### src/rtl/softmax_seq_ctrl_pkg.sv
// rtl/softmax_seq_ctrl_pkg.sv - shared state encoding and sizing helpers for the softmax sequencer
package softmax_seq_ctrl_pkg;

    localparam int ADDRSIZE_DEF = 8;

    // Top-level sequencer states
    localparam logic [2:0] ST_IDLE = 3'd0;
    localparam logic [2:0] ST_MAX  = 3'd1;
    localparam logic [2:0] ST_SUM  = 3'd2;
    localparam logic [2:0] ST_LOGW = 3'd3;
    localparam logic [2:0] ST_OUT  = 3'd4;
    localparam logic [2:0] ST_FIN  = 3'd5;

    // Sub-phases inside LOGW: drain sum pipe, drain adder tree, wait for ln result
    localparam logic [1:0] LW_SUM  = 2'd0;
    localparam logic [1:0] LW_TREE = 2'd1;
    localparam logic [1:0] LW_LN   = 2'd2;

    function automatic int max3(input int a, input int b, input int c);
        int m;
        m = (a > b) ? a : b;
        return (m > c) ? m : c;
    endfunction

endpackage

### src/rtl/sm_delay_line.sv
// rtl/sm_delay_line.sv - 1-bit strobe delay line with async clear and sync flush
module sm_delay_line #(
    parameter int DEPTH = 1
) (
    input  logic clk,
    input  logic reset,
    input  logic flush,
    input  logic din,
    output logic dout
);

    logic [DEPTH-1:0] sr;

    generate
        if (DEPTH == 1) begin : g_one
            // Single-stage register; flush discards the strobe in flight
            always_ff @(posedge clk or negedge reset) begin
                if (!reset)
                    sr <= '0;
                else if (flush)
                    sr <= '0;
                else
                    sr <= din;
            end
        end else begin : g_multi
            // Shift strobe toward the output one stage per cycle
            always_ff @(posedge clk or negedge reset) begin
                if (!reset)
                    sr <= '0;
                else if (flush)
                    sr <= '0;
                else
                    sr <= {sr[DEPTH-2:0], din};
            end
        end
    endgenerate

    assign dout = sr[DEPTH-1];

endmodule

### src/rtl/softmax_seq_ctrl.sv
// rtl/softmax_seq_ctrl.sv - multi-pass softmax address/strobe sequencer
module softmax_seq_ctrl
    import softmax_seq_ctrl_pkg::*;
#(
    parameter int ADDRSIZE = ADDRSIZE_DEF,
    parameter int MEM_LAT  = 1,
    parameter int EXP_LAT  = 1,
    parameter int TREE_LAT = 3,
    parameter int LN_LAT   = 1,
    parameter int OUT_LAT  = 2
) (
    input  logic                clk,
    input  logic                reset,
    input  logic                start,
    input  logic                abort,
    input  logic [ADDRSIZE-1:0] start_addr,
    input  logic [ADDRSIZE-1:0] end_addr,
    output logic                busy,
    output logic                done,
    output logic [ADDRSIZE-1:0] addr,
    output logic [ADDRSIZE-1:0] sub0_inp_addr,
    output logic [ADDRSIZE-1:0] sub1_inp_addr,
    output logic                max_en,
    output logic                sum_clr,
    output logic                sum_en,
    output logic                ln_en,
    output logic                outp_valid
);

    localparam int WCW = $clog2(max3(MEM_LAT, TREE_LAT, LN_LAT) + 1);

    logic [2:0]          state;
    logic [1:0]          lw_phase;
    logic [WCW-1:0]      wcnt;
    logic [ADDRSIZE-1:0] first_addr;
    logic [ADDRSIZE-1:0] last_addr;

    logic rd_max;
    logic rd_sub;
    logic rd_out;
    logic sub_first;
    logic sub_last;
    logic out_last_rd;
    logic sum_last;
    logic out_last;

    // Read strobes: one per issued address; SUM holds off while wcnt drains the max pipe
    assign rd_max      = (state == ST_MAX);
    assign rd_sub      = (state == ST_SUM) && (wcnt == '0);
    assign rd_out      = (state == ST_OUT);
    assign sub_first   = rd_sub && (sub0_inp_addr == first_addr);
    assign sub_last    = rd_sub && (sub0_inp_addr == last_addr);
    assign out_last_rd = rd_out && (sub1_inp_addr == last_addr);
    assign ln_en       = (state == ST_LOGW) && (lw_phase == LW_TREE) && (wcnt == '0);

    // Sequencer FSM, address counters and busy/done handshake
    always_ff @(posedge clk or negedge reset) begin
        if (!reset) begin
            state         <= ST_IDLE;
            lw_phase      <= LW_SUM;
            wcnt          <= '0;
            first_addr    <= '0;
            last_addr     <= '0;
            addr          <= '0;
            sub0_inp_addr <= '0;
            sub1_inp_addr <= '0;
            busy          <= 1'b0;
            done          <= 1'b0;
        end else if (abort) begin
            state         <= ST_IDLE;
            lw_phase      <= LW_SUM;
            wcnt          <= '0;
            addr          <= '0;
            sub0_inp_addr <= '0;
            sub1_inp_addr <= '0;
            busy          <= 1'b0;
            done          <= 1'b0;
        end else begin
            done <= 1'b0;
            case (state)
                ST_IDLE: begin
                    if (start) begin
                        if (start_addr < end_addr) begin
                            first_addr <= start_addr;
                            last_addr  <= end_addr - ADDRSIZE'(1);
                            addr       <= start_addr;
                            busy       <= 1'b1;
                            state      <= ST_MAX;
                        end else begin
                            done <= 1'b1;
                        end
                    end
                end
                ST_MAX: begin
                    if (addr == last_addr) begin
                        state         <= ST_SUM;
                        addr          <= '0;
                        sub0_inp_addr <= first_addr;
                        wcnt          <= WCW'(MEM_LAT - 1);
                    end else begin
                        addr <= addr + ADDRSIZE'(1);
                    end
                end
                ST_SUM: begin
                    if (wcnt != '0) begin
                        wcnt <= wcnt - WCW'(1);
                    end else if (sub0_inp_addr == last_addr) begin
                        state         <= ST_LOGW;
                        sub0_inp_addr <= '0;
                        lw_phase      <= LW_SUM;
                    end else begin
                        sub0_inp_addr <= sub0_inp_addr + ADDRSIZE'(1);
                    end
                end
                ST_LOGW: begin
                    case (lw_phase)
                        LW_SUM: begin
                            if (sum_last) begin
                                wcnt     <= WCW'(TREE_LAT - 1);
                                lw_phase <= LW_TREE;
                            end
                        end
                        LW_TREE: begin
                            if (wcnt != '0) begin
                                wcnt <= wcnt - WCW'(1);
                            end else if (LN_LAT == 1) begin
                                state         <= ST_OUT;
                                sub1_inp_addr <= first_addr;
                            end else begin
                                wcnt     <= WCW'((LN_LAT > 1) ? LN_LAT - 2 : 0);
                                lw_phase <= LW_LN;
                            end
                        end
                        default: begin
                            if (wcnt != '0) begin
                                wcnt <= wcnt - WCW'(1);
                            end else begin
                                state         <= ST_OUT;
                                sub1_inp_addr <= first_addr;
                            end
                        end
                    endcase
                end
                ST_OUT: begin
                    if (sub1_inp_addr == last_addr) begin
                        state         <= ST_FIN;
                        sub1_inp_addr <= '0;
                    end else begin
                        sub1_inp_addr <= sub1_inp_addr + ADDRSIZE'(1);
                    end
                end
                ST_FIN: begin
                    if (out_last) begin
                        state <= ST_IDLE;
                        busy  <= 1'b0;
                        done  <= 1'b1;
                    end
                end
                default: state <= ST_IDLE;
            endcase
        end
    end

    sm_delay_line #(.DEPTH(MEM_LAT)) u_dl_max (
        .clk(clk), .reset(reset), .flush(abort), .din(rd_max), .dout(max_en)
    );

    sm_delay_line #(.DEPTH(MEM_LAT + EXP_LAT)) u_dl_sum (
        .clk(clk), .reset(reset), .flush(abort), .din(rd_sub), .dout(sum_en)
    );

    sm_delay_line #(.DEPTH(MEM_LAT + EXP_LAT)) u_dl_sum_clr (
        .clk(clk), .reset(reset), .flush(abort), .din(sub_first), .dout(sum_clr)
    );

    sm_delay_line #(.DEPTH(MEM_LAT + EXP_LAT)) u_dl_sum_last (
        .clk(clk), .reset(reset), .flush(abort), .din(sub_last), .dout(sum_last)
    );

    sm_delay_line #(.DEPTH(MEM_LAT + OUT_LAT)) u_dl_out (
        .clk(clk), .reset(reset), .flush(abort), .din(rd_out), .dout(outp_valid)
    );

    sm_delay_line #(.DEPTH(MEM_LAT + OUT_LAT)) u_dl_out_last (
        .clk(clk), .reset(reset), .flush(abort), .din(out_last_rd), .dout(out_last)
    );

endmodule

### config.mk
export PLATFORM = sky130hd
export DESIGN_NAME = softmax_seq_ctrl
export DESIGN_NICKNAME = d
export VERILOG_FILES = /design/src/rtl/softmax_seq_ctrl_pkg.sv /design/src/rtl/sm_delay_line.sv /design/src/rtl/softmax_seq_ctrl.sv
export SDC_FILE = /design/constraint.sdc
export NUM_CORES = 1
export LEC_CHECK = 0
export ABC_AREA = 1
export BUFFER_PORTS_ARGS = -buffer_cell sky130_fd_sc_hd__buf_2
export CAP_MARGIN = 30
export CORE_UTILIZATION = 59
export CTS_CLUSTER_SIZE = 20
export DETAILED_ROUTE_END_ITERATION = 10
export PLACE_DENSITY = 0.86
export SETUP_SLACK_MARGIN = 0.3
export SKIP_CTS_REPAIR_TIMING = 1
export SYNTH_ARGS = -nofsm -noshare
export SYNTH_HDL_FRONTEND = slang
export SYNTH_HIERARCHICAL = 1
export SYNTH_SLANG_ARGS = --single-unit
### constraint.sdc
create_clock -name clk -period 1.72 [get_ports clk]
set_input_delay 0.086 -clock clk [delete_from_list [all_inputs] [get_ports clk]]
set_output_delay 0.086 -clock clk [all_outputs]
set_load 0.05 [all_outputs]
==> summary.txt <==
Yosys
  – Post-synth EDFFs: 0
  – Ys flop type: dfrtp_1
  – Unique masters post-synth: 40
  – Post-synth net total: 574
  – Mean Syn Cell Area: 7.351 sq um
  – Register bit total from synthesis: 61
  – Sequential share of the synthesized area: 38.24%
  – Yosys warnings: 6
  – FFs w/ async S/R, synth: 100.0%
  – Synthesized area: 0.003991 sq mm
  – Cell count after synthesis: 543

Worst setup path
  – Critical path arrival: 2.03 ns
  – Largest fanout on the critical path: 6
  – Worst path required time: 1.96 ns
  – Setup crit end kind: register
  – CP startpoint kind: register
  – FF-to-FF setup slack: -0.08 ns
  – Crit Path Category: reg2reg

Route
  – Drt pass-1 iters: 8
  – WL/cell: 16.98 um
  – DRT iter0 DRCs: 342
  – Vias: 4284
  – Post-route DRC: 10
  – Drt total wl: 12380 um
  – Via density: 5.877
  – Routed Antenna Nets: 0

STA
  – Min Tclk post-route: 1.795 ns
  – Final Hold Fails: 0
  – Maximum clock frequency: 557.1 MHz
  – Clock Skew: 0.01104 ns
  – Worst-margin pin slew: 0.3998 ns
  – RSZ-0062 raised after global routing: yes
  – Worst Setup Slack, final: -0.07515 ns
  – Part of the cycle the worst path needs: 104.4%
  – Setup TNS: -0.2393 ns
  – Slew HR: 73.27%
  – Final Max Slew Viols: 0
  – Final setup fails: 8

Finish
  – FILL cells: 384
  – Register area: 0.001565 sq mm
  – Area of the multi-input gates: 0.002335 sq mm
  – # diodes: 0
  – Share of cells above drive strength 1: 36.35%
  – Synthesis-to-layout area growth: 31.66%
  – Final #Nets: 678

Placed design
  – GP Congestion: 0.9337
  – Hpwl dp: 8214 um
  – IO buf count: 50
  – Worst slack, placed: 0.01622 ns

Floorplanning
  – Die Y: 84.25 um
  – Die Wd: 84.25 um
  – Total die area: 0.007098 sq mm
  – IO Pins: 51
  – Rows: 29
  – Placeable Area: 0.006422 sq mm
  – Initial core utilization: 62.15%

Power
  – Leak: 2.664 nW
  – Power Density: 1736 mW/mm^2
  – Peak VDD IR: 0.001069 V

CTS
  – Longest Clk Path Bufs: 2
  – CTS tree: done
  – Htree depth: 3
  – Worst-Skew Late Latency: 0.35 ns
  – Worst-path clk slew: 0.07 ns
  – Root Driver: clkbuf_8
  – Num Clock Sinks: 61
  – CTS Buf Count: 9

GRT
  – Grt ovf: 0
  – Largest net degree at the start of global routing: 62
  – Total GRT Usage: 32.09%
  – First-pass GRT wire length: 17680 um
  – Number of global-route vias before repair: 3741
  – Initial antenna violation count: 0

Status
  – Status: finished with violations
  – Failing checks: design-rule violations, negative setup slack

Flow run
  – Max-Cap Viols: 0

Hold path
  – Worst Hold Class: in2reg
[state kept, by name, indices dropped and copies added, names as in the netlist]
signal,count
u_dl_out/sr,3
sub1_inp_addr,8
sub0_inp_addr,8
lw_phase,1
u_dl_max/dout,1
done,1
state,3
last_addr,8
u_dl_sum/sr,2
wcnt,2
u_dl_sum_last/sr,2
u_dl_out_last/sr,3
busy,1
first_addr,8
u_dl_sum_clr/sr,2
addr,8
[critical path: stages (launching register included)]
cell,delay (ns)
dfrtp_2,0.46
xnor2_1,0.18
nand2_1,0.09
nor2_2,0.13
nand2_2,0.10
a21oi_4,0.26
buf_4,0.19
nand2_4,0.07
nand2_1,0.12
nand2_1,0.07
[stage by stage]
step | std cells | utilization [%] | power [W] | area, sq um | hold WS [ns]
CTS | 699 | 74.99 | 0.008309 | 4816 | -0.2532
global placement | 683 | 71.54 | 0.006716 | 4594 | 0.1179
floorplan | 543 | - | 0.005675 | 4131 | -0.2096
finish | 729 | 81.82 | 0.009121 | 5255 | 0.04504
global route | 729 | 81.82 | 0.009562 | 5255 | 0.05216
detailed placement | 683 | 71.54 | 0.006846 | 4594 | 0.1207
[final timing paths]
path	to	cells after the start	from
setup / recovery	sub0_inp_addr[2]	9	addr[5]
hold / removal	first_addr[3]	3	start_addr[3]
setup reg to reg	sub0_inp_addr[2]	9	addr[5]
hold reg to reg	u_dl_out_last/sr[1]	2	u_dl_out_last/sr[0]
max in group asynchronous	last_addr[3]	3	reset
min in group asynchronous	sub0_inp_addr[1]	3	reset
[cells by family after synthesis]
family | count (synthesis) | share of synthesized area (%)
buffers and inverters | 95 | 9.780
adders and majority gates | 11 | 3.448
xor gates and xnor gates | 34 | 7.649
DFF | 61 | 38.24
muxes | 1 | 0.2508
AOI/OAI and AO/OA | 88 | 12.95
and+or+nand+nor | 253 | 27.68
[layout by cell type, fill, tap and decap left out, types with 20 or more instances in the layout]
cell     count
buf_2       49
buf_4       45
dfrtp_1     30
dfrtp_2     31
inv_1       65
nand2_1    131
nand3_1     24
nor2_1      33
o21ai_0     28
xor2_1      20
[report_power, final]
group / switching, W / total (W) / internal [W] / leakage, nW
combinational: 0.00312 / 0.00492 / 0.00180 / 1.80
sequential: 0.000799 / 0.00275 / 0.00195 / 0.758
clock: 0.000628 / 0.00145 / 0.000819 / 0.106
total: 0.00455 / 0.00912 / 0.00457 / 2.66
[layer usage]
| metal | up-vias | track usage [%] | wire length, um |
|---|---|---|---|
| li1 | 1953 | - | - |
| met1 | 2012 | 41.81 | 4916 |
| met2 | 269 | 51.71 | 6059 |
| met3 | 50 | 5.998 | 942 |
| met4 | 0 | 15.83 | 459 |
| met5 | - | 0 | 0 |
[Yosys cell counts (2+ instances only)]
| cell type | number | area, sq um |
|---|---|---|
| nand2_4 | 2 | 22.52 |
| xnor2_1 | 13 | 113.9 |
| inv_1 | 77 | 289.0 |
| buf_6 | 2 | 22.52 |
| buf_2 | 6 | 30.03 |
| inv_2 | 5 | 18.77 |
| nor2_4 | 4 | 45.04 |
| nand3_2 | 2 | 20.02 |
| xor2_1 | 20 | 175.2 |
| a31oi_1 | 5 | 31.28 |
| ha_1 | 11 | 137.6 |
| nor3_1 | 6 | 30.03 |
| o21ai_0 | 35 | 175.2 |
| nor2_1 | 46 | 172.7 |
| nand2_2 | 4 | 25.02 |
| o22ai_1 | 11 | 68.82 |
| nand2_1 | 149 | 559.3 |
| nand4_1 | 9 | 56.30 |
| a21oi_2 | 2 | 17.52 |
| o21ai_1 | 7 | 35.03 |
| o21ai_2 | 4 | 35.03 |
| dfrtp_1 | 61 | 1526 |
| a21oi_1 | 15 | 75.07 |
| buf_4 | 2 | 15.01 |
| o211ai_1 | 4 | 30.03 |
| nand3_1 | 27 | 135.1 |
[area by class of cell]
type,count,area share (%)
clock buffer,9,2.357
clock inverter,7,1.857
inverter,83,6.214
multi-input combinational,388,44.43
sequential,61,29.79
tap,77,1.833
timing repair buffer,104,13.52
(Power assumes the default switching activity.)
